### config.mk
export PLATFORM = sky130hd
export DESIGN_NAME = apb_master_bridge_flat
export DESIGN_NICKNAME = d
export VERILOG_FILES = /design/src/rtl/apb_master_bridge_if.sv /design/src/rtl/apb_master_bridge.sv /design/src/flat_wrapper.sv
export SDC_FILE = /design/constraint.sdc
export NUM_CORES = 1
export LEC_CHECK = 0
export BUFFER_PORTS_ARGS = -buffer_cell sky130_fd_sc_hd__clkbuf_2
export CAP_MARGIN = 30
export CORE_ASPECT_RATIO = 0.7
export CORE_MARGIN = 4
export CORE_UTILIZATION = 45
export DETAILED_ROUTE_END_ITERATION = 6
export GPL_ROUTABILITY_DRIVEN = 0
export GPL_TIMING_DRIVEN = 0
export PLACE_DENSITY_LB_ADDON = 0.2
export SLEW_MARGIN = 0
export SYNTH_ARGS = -nofsm -noshare
export SYNTH_HDL_FRONTEND = slang
export SYNTH_SLANG_ARGS = --single-unit
### constraint.sdc
create_clock -name PCLK -period 6.6 [get_ports PCLK]
set_clock_uncertainty 0.15 [all_clocks]
set_input_delay 0.99 -clock PCLK [delete_from_list [all_inputs] [get_ports PCLK]]
set_output_delay 0.99 -clock PCLK [all_outputs]
set_load 0.005 [all_outputs]
### src/rtl/apb_master_bridge_if.sv
// Command/response port and APB requester bus of the APB master bridge.
// The master modport is the bridge's view; the slave modport is the view of the environment it connects to.
interface apb_master_bridge_if #(
   parameter int ADDR_WIDTH = 32,
   parameter int DATA_WIDTH = 32
);
   logic                  req_valid_i;
   logic                  req_ready_o;
   logic                  req_write_i;
   logic [ADDR_WIDTH-1:0] req_addr_i;
   logic [DATA_WIDTH-1:0] req_wdata_i;
   logic                  rsp_valid_o;
   logic [DATA_WIDTH-1:0] rsp_rdata_o;
   logic                  rsp_err_o;
   logic                  rsp_timeout_o;
   logic [ADDR_WIDTH-1:0] PADDR;
   logic                  PSEL;
   logic                  PENABLE;
   logic                  PWRITE;
   logic [DATA_WIDTH-1:0] PWDATA;
   logic [DATA_WIDTH-1:0] PRDATA;
   logic                  PREADY;
   logic                  PSLAVEERR;

   modport master (
      input  req_valid_i, req_write_i, req_addr_i, req_wdata_i,
      output req_ready_o, rsp_valid_o, rsp_rdata_o, rsp_err_o, rsp_timeout_o,
      output PADDR, PSEL, PENABLE, PWRITE, PWDATA,
      input  PRDATA, PREADY, PSLAVEERR
   );

   modport slave (
      output req_valid_i, req_write_i, req_addr_i, req_wdata_i,
      input  req_ready_o, rsp_valid_o, rsp_rdata_o, rsp_err_o, rsp_timeout_o,
      input  PADDR, PSEL, PENABLE, PWRITE, PWDATA,
      output PRDATA, PREADY, PSLAVEERR
   );
endinterface

### src/rtl/apb_master_bridge.sv
// APB requester: turns valid/ready commands into SETUP/ACCESS transfers and
// returns one registered response pulse per command, with a wait-state watchdog.
module apb_master_bridge #(
   parameter int DATA_WIDTH = 32,
   parameter int ADDR_WIDTH = 32,
   parameter int TIMEOUT    = 16,
   parameter int CNT_WIDTH  = 16
) (
   input logic PCLK,
   input logic PRESET,
   apb_master_bridge_if.master bus
);

   typedef enum logic [1:0] {
      IDLE   = 2'd0,
      SETUP  = 2'd1,
      ACCESS = 2'd2
   } state_t;

   localparam bit                   WD_EN_S    = (TIMEOUT != 0);
   localparam logic [CNT_WIDTH-1:0] CNT_LAST_S = WD_EN_S ? CNT_WIDTH'(TIMEOUT - 1) : '0;

   state_t                  state_r;
   logic [CNT_WIDTH-1:0]    cnt_r;
   logic [ADDR_WIDTH-1:0]   paddr_r;
   logic [DATA_WIDTH-1:0]   pwdata_r;
   logic                    pwrite_r;
   logic                    psel_r;
   logic                    penable_r;
   logic                    rsp_valid_r;
   logic [DATA_WIDTH-1:0]   rsp_rdata_r;
   logic                    rsp_err_r;
   logic                    rsp_timeout_r;

   // Transfer sequencer: IDLE -> SETUP -> ACCESS (waits/abort) -> IDLE with a registered response.
   always_ff @(posedge PCLK or posedge PRESET) begin
      if (PRESET) begin
         state_r       <= IDLE;
         cnt_r         <= '0;
         paddr_r       <= '0;
         pwdata_r      <= '0;
         pwrite_r      <= 1'b0;
         psel_r        <= 1'b0;
         penable_r     <= 1'b0;
         rsp_valid_r   <= 1'b0;
         rsp_rdata_r   <= '0;
         rsp_err_r     <= 1'b0;
         rsp_timeout_r <= 1'b0;
      end else begin
         rsp_valid_r   <= 1'b0;
         rsp_rdata_r   <= '0;
         rsp_err_r     <= 1'b0;
         rsp_timeout_r <= 1'b0;
         case (state_r)
            IDLE: begin
               if (bus.req_valid_i) begin
                  paddr_r  <= bus.req_addr_i;
                  pwdata_r <= bus.req_wdata_i;
                  pwrite_r <= bus.req_write_i;
                  psel_r   <= 1'b1;
                  cnt_r    <= '0;
                  state_r  <= SETUP;
               end else begin
                  state_r  <= IDLE;
               end
            end
            SETUP: begin
               penable_r <= 1'b1;
               state_r   <= ACCESS;
            end
            ACCESS: begin
               // PREADY takes priority over a watchdog expiry on the same edge.
               if (bus.PREADY) begin
                  psel_r      <= 1'b0;
                  penable_r   <= 1'b0;
                  rsp_valid_r <= 1'b1;
                  rsp_err_r   <= bus.PSLAVEERR;
                  rsp_rdata_r <= pwrite_r ? '0 : bus.PRDATA;
                  state_r     <= IDLE;
               end else if (WD_EN_S && (cnt_r == CNT_LAST_S)) begin
                  psel_r        <= 1'b0;
                  penable_r     <= 1'b0;
                  rsp_valid_r   <= 1'b1;
                  rsp_err_r     <= 1'b1;
                  rsp_timeout_r <= 1'b1;
                  state_r       <= IDLE;
               end else begin
                  cnt_r   <= cnt_r + CNT_WIDTH'(1);
                  state_r <= ACCESS;
               end
            end
            default: begin
               psel_r    <= 1'b0;
               penable_r <= 1'b0;
               state_r   <= IDLE;
            end
         endcase
      end
   end

   assign bus.req_ready_o   = (state_r == IDLE);
   assign bus.PADDR         = paddr_r;
   assign bus.PWDATA        = pwdata_r;
   assign bus.PWRITE        = pwrite_r;
   assign bus.PSEL          = psel_r;
   assign bus.PENABLE       = penable_r;
   assign bus.rsp_valid_o   = rsp_valid_r;
   assign bus.rsp_rdata_o   = rsp_rdata_r;
   assign bus.rsp_err_o     = rsp_err_r;
   assign bus.rsp_timeout_o = rsp_timeout_r;

endmodule

### src/flat_wrapper.sv
// flat-port wrapper written by rule: the top's interface ports become plain ports
module apb_master_bridge_flat 
#(
   parameter int DATA_WIDTH = 32,
   parameter int ADDR_WIDTH = 32,
   parameter int TIMEOUT    = 16,
   parameter int CNT_WIDTH  = 16
)
  (PCLK, PRESET, bus_req_valid_i, bus_req_write_i, bus_req_addr_i, bus_req_wdata_i, bus_req_ready_o, bus_rsp_valid_o, bus_rsp_rdata_o, bus_rsp_err_o, bus_rsp_timeout_o, bus_PADDR, bus_PSEL, bus_PENABLE, bus_PWRITE, bus_PWDATA, bus_PRDATA, bus_PREADY, bus_PSLAVEERR);
  apb_master_bridge_if #(.ADDR_WIDTH(ADDR_WIDTH), .DATA_WIDTH(DATA_WIDTH)) bus_i ();
  input logic PCLK;
  input logic PRESET;
  input wire logic [$bits(bus_i.req_valid_i)-1:0] bus_req_valid_i;
  input wire logic [$bits(bus_i.req_write_i)-1:0] bus_req_write_i;
  input wire logic [$bits(bus_i.req_addr_i)-1:0] bus_req_addr_i;
  input wire logic [$bits(bus_i.req_wdata_i)-1:0] bus_req_wdata_i;
  output wire logic [$bits(bus_i.req_ready_o)-1:0] bus_req_ready_o;
  output wire logic [$bits(bus_i.rsp_valid_o)-1:0] bus_rsp_valid_o;
  output wire logic [$bits(bus_i.rsp_rdata_o)-1:0] bus_rsp_rdata_o;
  output wire logic [$bits(bus_i.rsp_err_o)-1:0] bus_rsp_err_o;
  output wire logic [$bits(bus_i.rsp_timeout_o)-1:0] bus_rsp_timeout_o;
  output wire logic [$bits(bus_i.PADDR)-1:0] bus_PADDR;
  output wire logic [$bits(bus_i.PSEL)-1:0] bus_PSEL;
  output wire logic [$bits(bus_i.PENABLE)-1:0] bus_PENABLE;
  output wire logic [$bits(bus_i.PWRITE)-1:0] bus_PWRITE;
  output wire logic [$bits(bus_i.PWDATA)-1:0] bus_PWDATA;
  input wire logic [$bits(bus_i.PRDATA)-1:0] bus_PRDATA;
  input wire logic [$bits(bus_i.PREADY)-1:0] bus_PREADY;
  input wire logic [$bits(bus_i.PSLAVEERR)-1:0] bus_PSLAVEERR;
  assign bus_i.req_valid_i = bus_req_valid_i;
  assign bus_i.req_write_i = bus_req_write_i;
  assign bus_i.req_addr_i = bus_req_addr_i;
  assign bus_i.req_wdata_i = bus_req_wdata_i;
  assign bus_req_ready_o = bus_i.req_ready_o;
  assign bus_rsp_valid_o = bus_i.rsp_valid_o;
  assign bus_rsp_rdata_o = bus_i.rsp_rdata_o;
  assign bus_rsp_err_o = bus_i.rsp_err_o;
  assign bus_rsp_timeout_o = bus_i.rsp_timeout_o;
  assign bus_PADDR = bus_i.PADDR;
  assign bus_PSEL = bus_i.PSEL;
  assign bus_PENABLE = bus_i.PENABLE;
  assign bus_PWRITE = bus_i.PWRITE;
  assign bus_PWDATA = bus_i.PWDATA;
  assign bus_i.PRDATA = bus_PRDATA;
  assign bus_i.PREADY = bus_PREADY;
  assign bus_i.PSLAVEERR = bus_PSLAVEERR;
  apb_master_bridge #(.DATA_WIDTH(DATA_WIDTH), .ADDR_WIDTH(ADDR_WIDTH), .TIMEOUT(TIMEOUT), .CNT_WIDTH(CNT_WIDTH)) u_core (.PCLK(PCLK), .PRESET(PRESET), .bus(bus_i));
endmodule
==> flow_metrics.env <==
export IMPL_cts_max_level=4
export IMPL_grt_pass1_vias=3554
export IMPL_tightest_slew_ns=0.615
export IMPL_wl_mm=11.2
export IMPL_r2r_start="u_core.cnt_r[0]"
export IMPL_synthCells=333
export IMPL_finalCritPeriodShare=0.352
export IMPL_path_max_fanout=8
export IMPL_synthAdderAreaFrac=0.00272
export IMPL_synth_compound_area_frac=0.0614
export IMPL_grt_pass1_wl_mm=18.0
export IMPL_min_path_type="flip-flop to flip-flop"
export IMPL_cts_hold_buffers_added=0
export IMPL_hold_viol=0
export IMPL_hold_depth=1
export IMPL_slowest_delay_ns=0.35
export IMPL_drv_cap=0
export IMPL_die_area_um2=11900
export IMPL_io_pins=205
export IMPL_wl_met2_mm=5.23
export IMPL_ant_nets=0
export IMPL_drtIter0Drc=108
export IMPL_highest_layer="met4"
export IMPL_coreArea_um2=9830
export IMPL_yosys_warnings=0
export IMPL_worstSkewPairLatency_ns=0.41
export IMPL_cts_tree="built"
export IMPL_ys_seq_elements=120
export IMPL_rrSetupSlack_ns=4.44
export IMPL_die_height_um=92.7
export IMPL_multiInputGateArea_um2=1480
export IMPL_muxShareOfSynthArea=0.163
export IMPL_slowest_stage="dfrtp_1"
export IMPL_syn_to_final_growth_pct=39.7
export IMPL_path_class="flip-flop to output port"
export IMPL_cts_path_max_buffers=2
export IMPL_switching_share=0.276
export IMPL_setup_tns_ns=0
export IMPL_pre_cts_slack_ns=3.84
export IMPL_initial_core_util=0.468
export IMPL_required_ns=5.46
export IMPL_num_nets_final=660
export IMPL_path_cells="buf_2, nor2_1, clkbuf_2"
export IMPL_cts_inserted_buffers=17
export IMPL_p_clk_frac=0.336
export IMPL_p_per_area_nw_per_um2=440
export IMPL_synth_nets=436
export IMPL_crit_arrival_ns=1.18
export IMPL_seqCellArea_um2=3000
export IMPL_whs_ns=0.351
export IMPL_antenna_cells=0
export IMPL_p_seq_frac=0.388
export IMPL_grt_usage=0.195
export IMPL_leakage_nw=3.28
export IMPL_end_kind="output port"
export IMPL_die_x_um=129
export IMPL_drt_pass1_iterations=4
export IMPL_grt_antenna_before_repair=0
export IMPL_fillers=786
export IMPL_slew_limit_headroom=0.587
export IMPL_period_minus_slack_ns=2.32
export IMPL_post_cts_setup_buffers=0
export IMPL_vias=3381
export IMPL_hpwl_mm=8.45
export IMPL_cp_start_kind="flip-flop"
export IMPL_clkSlewWorstSetupHoldPaths_ns=0.05
export IMPL_combPwrFrac=0.276
export IMPL_port_buffers=204
export IMPL_setup_slack_ns=4.28
export IMPL_routedLengthMet1_mm=4.58
export IMPL_wl_met3_mm=1.16
export IMPL_slew_viol_final=0
export IMPL_detail_route_wl_per_cell_um=16.0
export IMPL_synth_seq_area_share=0.652
export IMPL_p_switching_uw=782
export IMPL_p_int_mw=2.05
export IMPL_rsz0062_at_grt="false"
export IMPL_final_layout_size_suffix_gt1_frac=0.559
export IMPL_r2r_end="u_core.cnt_r[4]"
export IMPL_hp_start="u_core.bus.PADDR[3]"
export IMPL_grt_overflow_total=0
export IMPL_cts_sinks=120
export IMPL_syn_avg_cell_area_um2=13.8
export IMPL_synth_top_family_by_area="multiplexers"
export IMPL_fmax_ghz=0.431
export IMPL_ir_drop_mv=0.197
export IMPL_synth_simple_area_share=0.0948
export IMPL_rows=30
export IMPL_synth_cell_area_um2=4610
export IMPL_holdPathEnd="u_core.bus.PADDR[3]"
export IMPL_grt_max_degree=63
export IMPL_reg2reg_depth=7
export IMPL_synth_xor_area_frac=0
export IMPL_via_per_inst=4.85
export IMPL_root_buffer="clkbuf_16"
export IMPL_setup_violations=0
export IMPL_status="finished clean"
export IMPL_synth_cell_type_count=33
export IMPL_ctsResizeCount=0
export IMPL_drc=0
## metrics by stage
step | area (um^2) | util | power (mW) | instances
global placement | 5790 | 0.589 | 1.87 | 665
global route | 6440 | 0.655 | 3.01 | 697
CTS | 6440 | 0.655 | 2.87 | 697
detailed placement | 5820 | 0.592 | 1.91 | 666
floorplan | 4610 | - | 1.52 | 333
finish | 6440 | 0.655 | 2.83 | 697
## synth_stat cells, drive strengths merged
| library cell | number | area, um^2 |
|---|---|---|
| a41oi | 2 | 17.5 |
| ha | 1 | 12.5 |
| clkbuf | 4 | 16.3 |
| and4 | 2 | 20.0 |
| dfrtp | 120 | 3000 |
| mux2 | 65 | 732 |
| o31ai | 11 | 87.6 |
| and3 | 3 | 23.8 |
| o21ai | 14 | 70.1 |
| nor2 | 14 | 52.6 |
| buf | 14 | 85.1 |
| nor3 | 1 | 5.00 |
| a211o | 1 | 17.5 |
| inv | 5 | 18.8 |
| mux2i | 2 | 20.0 |
| nor3b | 1 | 7.51 |
| a21oi | 8 | 40.0 |
| nor4 | 3 | 18.8 |
| and2 | 33 | 206 |
| nand2 | 8 | 30.0 |
| nand4 | 3 | 18.8 |
| o22ai | 1 | 6.26 |
| nand2b | 3 | 18.8 |
| nand3 | 7 | 35.0 |
| a31oi | 7 | 43.8 |
## flip-flops by register name (all words and copies together), names as in the netlist
name and cells:
u_core.bus.rsp_timeout_o 1, u_core.bus.PWRITE 1, u_core.bus.rsp_rdata_o 32, u_core.bus.PADDR 32, u_core.bus.PSEL 1, u_core.bus.PENABLE 1
u_core.state_r 2, u_core.cnt_r 16, u_core.bus.rsp_err_o 1, u_core.bus.rsp_valid_o 1, u_core.bus.PWDATA 32
## worst max-delay path, delay by kind of cell (launching register included)
family	cells	cell delay (ns)
buf+inv	2	0.31
flops	1	0.35
simple gates	1	0.12
## power groups by stage
stage	logic (mW)	registers, mW	clock network [mW]
floorplan	0.402	1.12	0
global placement	0.778	1.10	0
detailed placement	0.802	1.11	0
CTS	0.804	1.10	0.966
global route	0.869	1.13	1.01
finish	0.782	1.10	0.952
## per-layer routing
| metal | up-vias | global-route usage |
|---|---|---|
| li1 | 1614 | - |
| met1 | 1590 | 0.244 |
| met2 | 156 | 0.294 |
| met3 | 21 | 0.0905 |
| met4 | 0 | 0.0804 |
| met5 | - | 0 |
## cell usage in the layout, fill, tap and decap left out, types with 2 or more instances in the layout
cell type and instances:
and3_1 2, mux2i_1 2, clkbuf_16 17, clkbuf_2 205, nand3_1 7, o31ai_1 10, nand4_1 3, inv_1 4
clkinvlp_4 2, buf_4 4, and2_1 33, clkbuf_1 5, buf_2 8, clkinv_2 2, a31oi_1 7, nor4_1 3
o21ai_0 10, bufinv_16 3, nand2b_1 3, a21oi_1 8, dfrtp_1 120, a41oi_1 2, o21ai_1 4, nor2_1 14
clkbuf_8 5, mux2_2 65, nand2_1 8
## worst max path at each step
stage / from / endpoint / slack (ns)
after CTS: u_core.state_r[1] / bus_req_ready_o / 4.24
after global routing: u_core.state_r[1] / bus_req_ready_o / 4.18
after detailed placement: bus_req_valid_i / u_core.bus.PADDR[28] / 3.84
after floorplan: PRESET / u_core.bus.PADDR[0] / 2.27
after global placement: PRESET / u_core.bus.PADDR[3] / 1.02
final: u_core.state_r[1] / bus_req_ready_o / 4.28
## kinds of logic (layout without fill, tap and decap cells)
logic type      Yosys count  after routing
flops                   120            120
simple gates             78             78
fa+ha+maj                 1              1
mux                      67             67
compound gates           44             44
buf+inv                  23            259
## area by class of cell
type	instances	share of cell area
inverter	5	0.00369
clock inverter	7	0.0179
clock buffer	24	0.0779
buffer	18	0.0157
multi-input combinational	190	0.231
tap	128	0.0249
sequential	120	0.466
timing repair buffer	205	0.163
No activity file was read; power rests on OpenSTA's default activity.
